==> src/rtl/blake2_pkg.sv <==
// Shared BLAKE2 constants: SIGMA permutation table, schedule FSM states and round counts.
package blake2_pkg;

    localparam int ROUNDS_S = 10;
    localparam int ROUNDS_B = 12;

    typedef enum logic {
        IDLE = 1'b0,
        RUN  = 1'b1
    } state_e;

    // One row per SIGMA permutation; entry 0 sits in the most significant nibble.
    localparam logic [63:0] SIGMA [10] = '{
        64'h0123456789abcdef,
        64'hea489fd61c02b753,
        64'hb8c052fdae367194,
        64'h7931dcbe265a40f8,
        64'h905724afe1bc683d,
        64'h2c6a0b834d75fe19,
        64'hc51fed4a0763928b,
        64'hdb7ec13950f4862a,
        64'h6fe9b308c2d714a5,
        64'ha2847615fb9e3cd0
    };

    function automatic logic [3:0] sigma_idx(input logic [3:0] row, input logic [3:0] pos);
        logic [63:0] row_bits;
        row_bits = SIGMA[row];
        return row_bits[63 - 4 * pos -: 4];
    endfunction

endpackage

==> src/rtl/blake2_sigma_sel.sv <==
// Combinational SIGMA lookup for one G slot: picks message words x and y out of the 16-word block.
module blake2_sigma_sel
    import blake2_pkg::*;
#(
    parameter int W = 32
) (
    input  logic [3:0]      srow_i,
    input  logic [2:0]      g_i,
    input  logic [16*W-1:0] words_i,
    output logic [W-1:0]    x_o,
    output logic [W-1:0]    y_o
);

    logic [3:0] w_x_idx;
    logic [3:0] w_y_idx;

    assign w_x_idx = sigma_idx(srow_i, {g_i, 1'b0});
    assign w_y_idx = sigma_idx(srow_i, {g_i, 1'b1});
    assign x_o     = words_i[int'(w_x_idx) * W +: W];
    assign y_o     = words_i[int'(w_y_idx) * W +: W];

endmodule

==> src/rtl/blake2_msg_sched.sv <==
// BLAKE2 message schedule: latches one block, then streams 8*ROUNDS SIGMA-ordered (x, y) pairs.
// Optional abort input is enabled by defining BLAKE2_MSG_SCHED_ABORT_EN.
module blake2_msg_sched
    import blake2_pkg::*;
#(
    parameter int W      = 32,
    parameter int ROUNDS = ROUNDS_S
) (
    input  logic            clk_i,
    input  logic            nreset_i,
    input  logic            m_valid_i,
    output logic            m_ready_o,
    input  logic [16*W-1:0] m_i,
`ifdef BLAKE2_MSG_SCHED_ABORT_EN
    input  logic            abort_i,
`endif
    output logic            valid_o,
    input  logic            ready_i,
    output logic [W-1:0]    x_o,
    output logic [W-1:0]    y_o,
    output logic [3:0]      round_o,
    output logic [2:0]      g_idx_o,
    output logic            last_o
);

    localparam logic [3:0] LAST_ROUND = 4'(ROUNDS - 1);

    state_e          r_state;
    state_e          w_state_nxt;
    logic [16*W-1:0] r_words;
    logic [16*W-1:0] w_words_nxt;
    logic [3:0]      r_round;
    logic [3:0]      w_round_nxt;
    logic [3:0]      r_srow;
    logic [3:0]      w_srow_nxt;
    logic [2:0]      r_g;
    logic [2:0]      w_g_nxt;
    logic            r_valid;
    logic            w_valid_nxt;
    logic            r_last;
    logic            w_last_nxt;
    logic [W-1:0]    r_x;
    logic [W-1:0]    r_y;
    logic [W-1:0]    w_x;
    logic [W-1:0]    w_y;
    logic            w_abort;
    logic            w_adv;
    logic            w_final;

`ifdef BLAKE2_MSG_SCHED_ABORT_EN
    assign w_abort = abort_i & (r_state == RUN);
`else
    assign w_abort = 1'b0;
`endif

    assign w_adv   = r_valid & ready_i;
    assign w_final = (r_round == LAST_ROUND) && (r_g == 3'd7);

    // Next-state and counter logic; srow wraps 9 -> 0 explicitly instead of round modulo 10.
    always_comb begin
        w_state_nxt = r_state;
        w_words_nxt = r_words;
        w_round_nxt = r_round;
        w_srow_nxt  = r_srow;
        w_g_nxt     = r_g;
        w_valid_nxt = r_valid;
        case (r_state)
            IDLE: begin
                if (m_valid_i) begin
                    w_state_nxt = RUN;
                    w_words_nxt = m_i;
                    w_round_nxt = 4'd0;
                    w_srow_nxt  = 4'd0;
                    w_g_nxt     = 3'd0;
                    w_valid_nxt = 1'b1;
                end else begin
                    w_valid_nxt = 1'b0;
                end
            end
            RUN: begin
                if (w_abort) begin
                    w_state_nxt = IDLE;
                    w_valid_nxt = 1'b0;
                end else if (w_adv && w_final) begin
                    w_state_nxt = IDLE;
                    w_valid_nxt = 1'b0;
                end else if (w_adv && (r_g == 3'd7)) begin
                    w_g_nxt     = 3'd0;
                    w_round_nxt = r_round + 4'd1;
                    w_srow_nxt  = (r_srow == 4'd9) ? 4'd0 : r_srow + 4'd1;
                end else if (w_adv) begin
                    w_g_nxt = r_g + 3'd1;
                end else begin
                    w_g_nxt = r_g;
                end
            end
            default: begin
                w_state_nxt = IDLE;
                w_valid_nxt = 1'b0;
            end
        endcase
        w_last_nxt = w_valid_nxt && (w_round_nxt == LAST_ROUND) && (w_g_nxt == 3'd7);
    end

    // Word selection runs on next-state counters so x/y land in registers with their slot.
    blake2_sigma_sel #(
        .W (W)
    ) u_sigma_sel (
        .srow_i  (w_srow_nxt),
        .g_i     (w_g_nxt),
        .words_i (w_words_nxt),
        .x_o     (w_x),
        .y_o     (w_y)
    );

    // State, message block and registered output pair.
    always_ff @(posedge clk_i or negedge nreset_i) begin
        if (!nreset_i) begin
            r_state <= IDLE;
            r_words <= '0;
            r_round <= 4'd0;
            r_srow  <= 4'd0;
            r_g     <= 3'd0;
            r_valid <= 1'b0;
            r_last  <= 1'b0;
            r_x     <= '0;
            r_y     <= '0;
        end else begin
            r_state <= w_state_nxt;
            r_words <= w_words_nxt;
            r_round <= w_round_nxt;
            r_srow  <= w_srow_nxt;
            r_g     <= w_g_nxt;
            r_valid <= w_valid_nxt;
            r_last  <= w_last_nxt;
            r_x     <= w_x;
            r_y     <= w_y;
        end
    end

    assign m_ready_o = (r_state == IDLE);
    assign valid_o   = r_valid;
    assign last_o    = r_last;
    assign x_o       = r_x;
    assign y_o       = r_y;
    assign round_o   = r_round;
    assign g_idx_o   = r_g;

endmodule

==> config.mk <==
export PLATFORM = sky130hd
export DESIGN_NAME = blake2_msg_sched
export DESIGN_NICKNAME = d
export VERILOG_FILES = /design/src/rtl/blake2_pkg.sv /design/src/rtl/blake2_sigma_sel.sv /design/src/rtl/blake2_msg_sched.sv
export SDC_FILE = /design/constraint.sdc
export NUM_CORES = 2
export LEC_CHECK = 0
export ABC_AREA = 1
export CAP_MARGIN = 10
export CELL_PAD_IN_SITES_DETAIL_PLACEMENT = 0
export CELL_PAD_IN_SITES_GLOBAL_PLACEMENT = 1
export CORE_MARGIN = 4
export CORE_UTILIZATION = 30
export DETAILED_ROUTE_END_ITERATION = 8
export PLACE_DENSITY_LB_ADDON = 0.12
export REMOVE_ABC_BUFFERS = 1
export SLEW_MARGIN = 20
export SYNTH_ARGS = -nofsm -noshare
export SYNTH_HDL_FRONTEND = slang
export SYNTH_SLANG_ARGS = --single-unit
==> constraint.sdc <==
create_clock -name clk_i -period 5.04 [get_ports clk_i]
set_clock_uncertainty 0.2 [all_clocks]
set_input_delay 1.008 -clock clk_i [delete_from_list [all_inputs] [get_ports clk_i]]
set_output_delay 1.008 -clock clk_i [all_outputs]
set_load 0.1 [all_outputs]
==> results.md <==
- Final Total Pwr: 0.03643 W
- Critical path startpoint: ready_i
- Via density: about 5
- Final Core Density: 39.41%
- Starting DRT DRC Count: 3286
- Fin crit share: 84.79%
- Worst R2R Path Depth: 26
- Syn Inst Count: 4837
- Width of the die: 350.5 um
- Final setup vio count: 0
- R2R Path End: y_o[28]
- Maxcap violations: 0
- CP Max Fanout: 40
- Port-buffer cells: slightly below 600
- CTS tree: yes
- Final HPWL DP: just over 100000 um
- Metal3 WL: roughly 9200 um
- First-pass GRT wire length: roughly 230000 um
- Post-synthesis sequential area ratio: 41.94%
- Psw: 0.01866 W
- Detail Route met2 WL: 72300 um
- Cell Int Power: 0.01777 W
- CTS resizes: 0
- Worst-Skew Late Latency: approximately 0.66 ns
- Num rows: roughly 130
- Layout area overhead: 30.26%
- Largest net degree at the start of global routing: 206
- Final Instance Area: between 40000 and 50000 um^2
- Synth area leaders: dfrtp_1 42%, nand3_1 21%, or2_2 9.1%
- Core Area: 116400 um^2
- Relative slew slack: 23.81%
- Die ar.: ~120000 um^2
- Placed Area: 43180 um^2
- GPL Wtd Cong: 0.8738
- Power share of the clock group: approximately 16%
- Total gr overflow: 0
- Hold_buf cts: 0
- R2R setup slack: ~0.77 ns
- Io pins: 590
- Switching Share: 51.22%
- Initial Util: 30.25%
- Yosys Warn Count: 0
- Met1 WL: 70690 um
- Worst-path clk slew: 0.06 ns
- Initial antenna violation count: 21
- Top-area cell type share of the netlist area: 41.94%
- CTS Buffer Depth: 3
- Hold WC Path Type: in -> async
- Startpoint Class: primary input
- Ys flop type: dfrtp_1
- Gate power share: between 60% and 70%
- Mean routed wirelength per cell: 22.84 um
- Yosys top cell by area: dfrtp_1
- Syn avg cell area: slightly above 7 um^2
- TritonCTS Sinks: 590
- Share of synthesized flip-flops with an asynchronous set or reset: between 90% and 100%
- Root buffer cell: clkbuf_16
- Final number of max-transition violations: 0
- Critical path class: in -> reg
- Yosys reg bits: 590
- Sequential share of power: 19.2%
- Worst Path Arrival: 4.61 ns
- Measured slew at the worst slew-check pin: 1.139 ns
- Die Ht: 350.5 um
- Share of layout cells above drive strength 1: 15.24%
- RSZ-0062 raised after global routing: false
- Antenna viol nets, final: 0
- Cell Pwr Density: 794.6 nW/um^2
- First drt pass iteration count: 6
- Top Metal Used: met5
- Crit. End Element: flop
- Setup WS pre-CTS: 0.1449 ns
- Most frequent cell after synthesis: nand3_1
- Status: finished, final reports clean
- Post-CTS setup buffers: 0
- Pleak: 20.14 nW
- Vias in the first global route: 34630
- Number of buffers created by CTS: 78
- Final nets: 5785
- Mapped Area: 35200 um^2
- Final min period: 4.273 ns
- Fmax: between 200 and 250 MHz
- Max IR drop VDD: 0.0006478 V
- Residual DRC: 0
- Reg2reg start: g_idx_o[1]
- Hold Fails Final Rpt: 0
- Post-synth EDFFs: 0
- CTS H-tree lvls: 3
- Netlist cell types: 37
- Post-Route WL: 156500 um
- Vias: 34960
- Global Route Usage Sum: 24.74%
- Setup crit end: y_o[28]
- Synth top cells by count: 1455 x nand3_1, 708 x nand2_1, 590 x dfrtp_1
- Worst Setup Slack, final: 0.7668 ns
- Hold Worst Slack: between 0.15 and 0.2 ns
- CP required: 5.37 ns
flip-flops by register name (all words and copies together) (netlist names):
| register | cells |
|---|---|
| r_words | 512 |
| g_idx_o | 3 |
| r_state | 1 |
| round_o | 4 |
| x_o | 32 |
| last_o | 1 |
| y_o | 32 |
| r_srow | 4 |
| valid_o | 1 |
worst min-delay path by stage:
stage                 start           end  slack, ns  cells past startpoint
2_1_floorplan    r_words[0]    r_words[0]       0.38                      3
3_3_place_gp   r_words[207]  r_words[207]       0.41                      3
3_5_place_dp        valid_o       valid_o       0.38                      1
4_1_cts            nreset_i  r_words[108]       0.19                      1
5_1_grt            nreset_i  r_words[108]       0.22                      1
6_report           nreset_i  r_words[108]       0.19                      1
critical path: stages:
cell	delay, ns
clkdlybuf4s50_1	0.50
nand3_2	0.13
nor2_4	0.14
nand2_1	0.06
nand2_1	0.06
nand2_1	0.08
nand2_1	0.13
inv_1	0.11
ha_1	0.31
inv_1	0.05
nand3_1	0.20
nand2_1	0.10
inv_1	0.09
nand2_1	0.06
nand2_1	0.10
nand3_1	0.12
nand3_4	0.17
buf_4	0.18
buf_4	0.43
nand3_1	0.14
nand3_1	0.12
nand3_1	0.08
nand3_1	0.10
nand2_1	0.07
power by group through the flow:
stage / Combinational, W / Sequential (W) / Clock (W)
2_1_floorplan: 0.0121 / 0.00893 / 0
3_3_place_gp: 0.0236 / 0.00703 / 0
3_5_place_dp: 0.0235 / 0.00707 / 0
4_1_cts: 0.0236 / 0.00699 / 0.00599
5_1_grt: 0.0257 / 0.00714 / 0.00617
6_report: 0.0236 / 0.00699 / 0.00581
layout make-up:
cell class	count	area, um^2
Inverter	560	2112
Clock inverter	23	322.8
Tap cell	1524	1907
Clock buffer	118	2316
Antenna cell	13	32.53
Timing Repair Buffer	722	7787
Multi-Input combinational cell	3302	16610
Sequential cell	590	14760
Fill cell	12160	70510
layout by cell type (no fill, tap or decap), types with 62 or more instances in the layout:
master           count
buf_4               62
clkbuf_16           81
o21ai_0            536
dfrtp_1            590
nand3_1           1454
inv_1              544
or2_2              513
clkdlybuf4s50_1    588
buf_12              71
nand2_1            701
metal layers:
metal  vias up  track usage [%]
met1     16900            34.47
met3       206            3.799
met2      1199            39.54
met4        10            7.660
li1      16640                -
met5         -                0
metrics by stage:
step,instances,TNS [ns]
after floorplan,4452,-6590.11
final,6852,0
after CTS,6839,0
after global routing,6848,0
after detailed placement,6698,0
after global placement,6698,0
cell families after synthesis:
logic type / Yosys count / share of synthesized area [%]
adders and majority gates: 15 / 0.5332
and+or+nand+nor: 2717 / 38.01
buffers and inverters: 945 / 11.22
DFF: 590 / 41.94
xor gates and xnor gates: 2 / 0.04977
AOI/OAI and AO/OA: 568 / 8.243
Power figures use the tool's default switching activity.
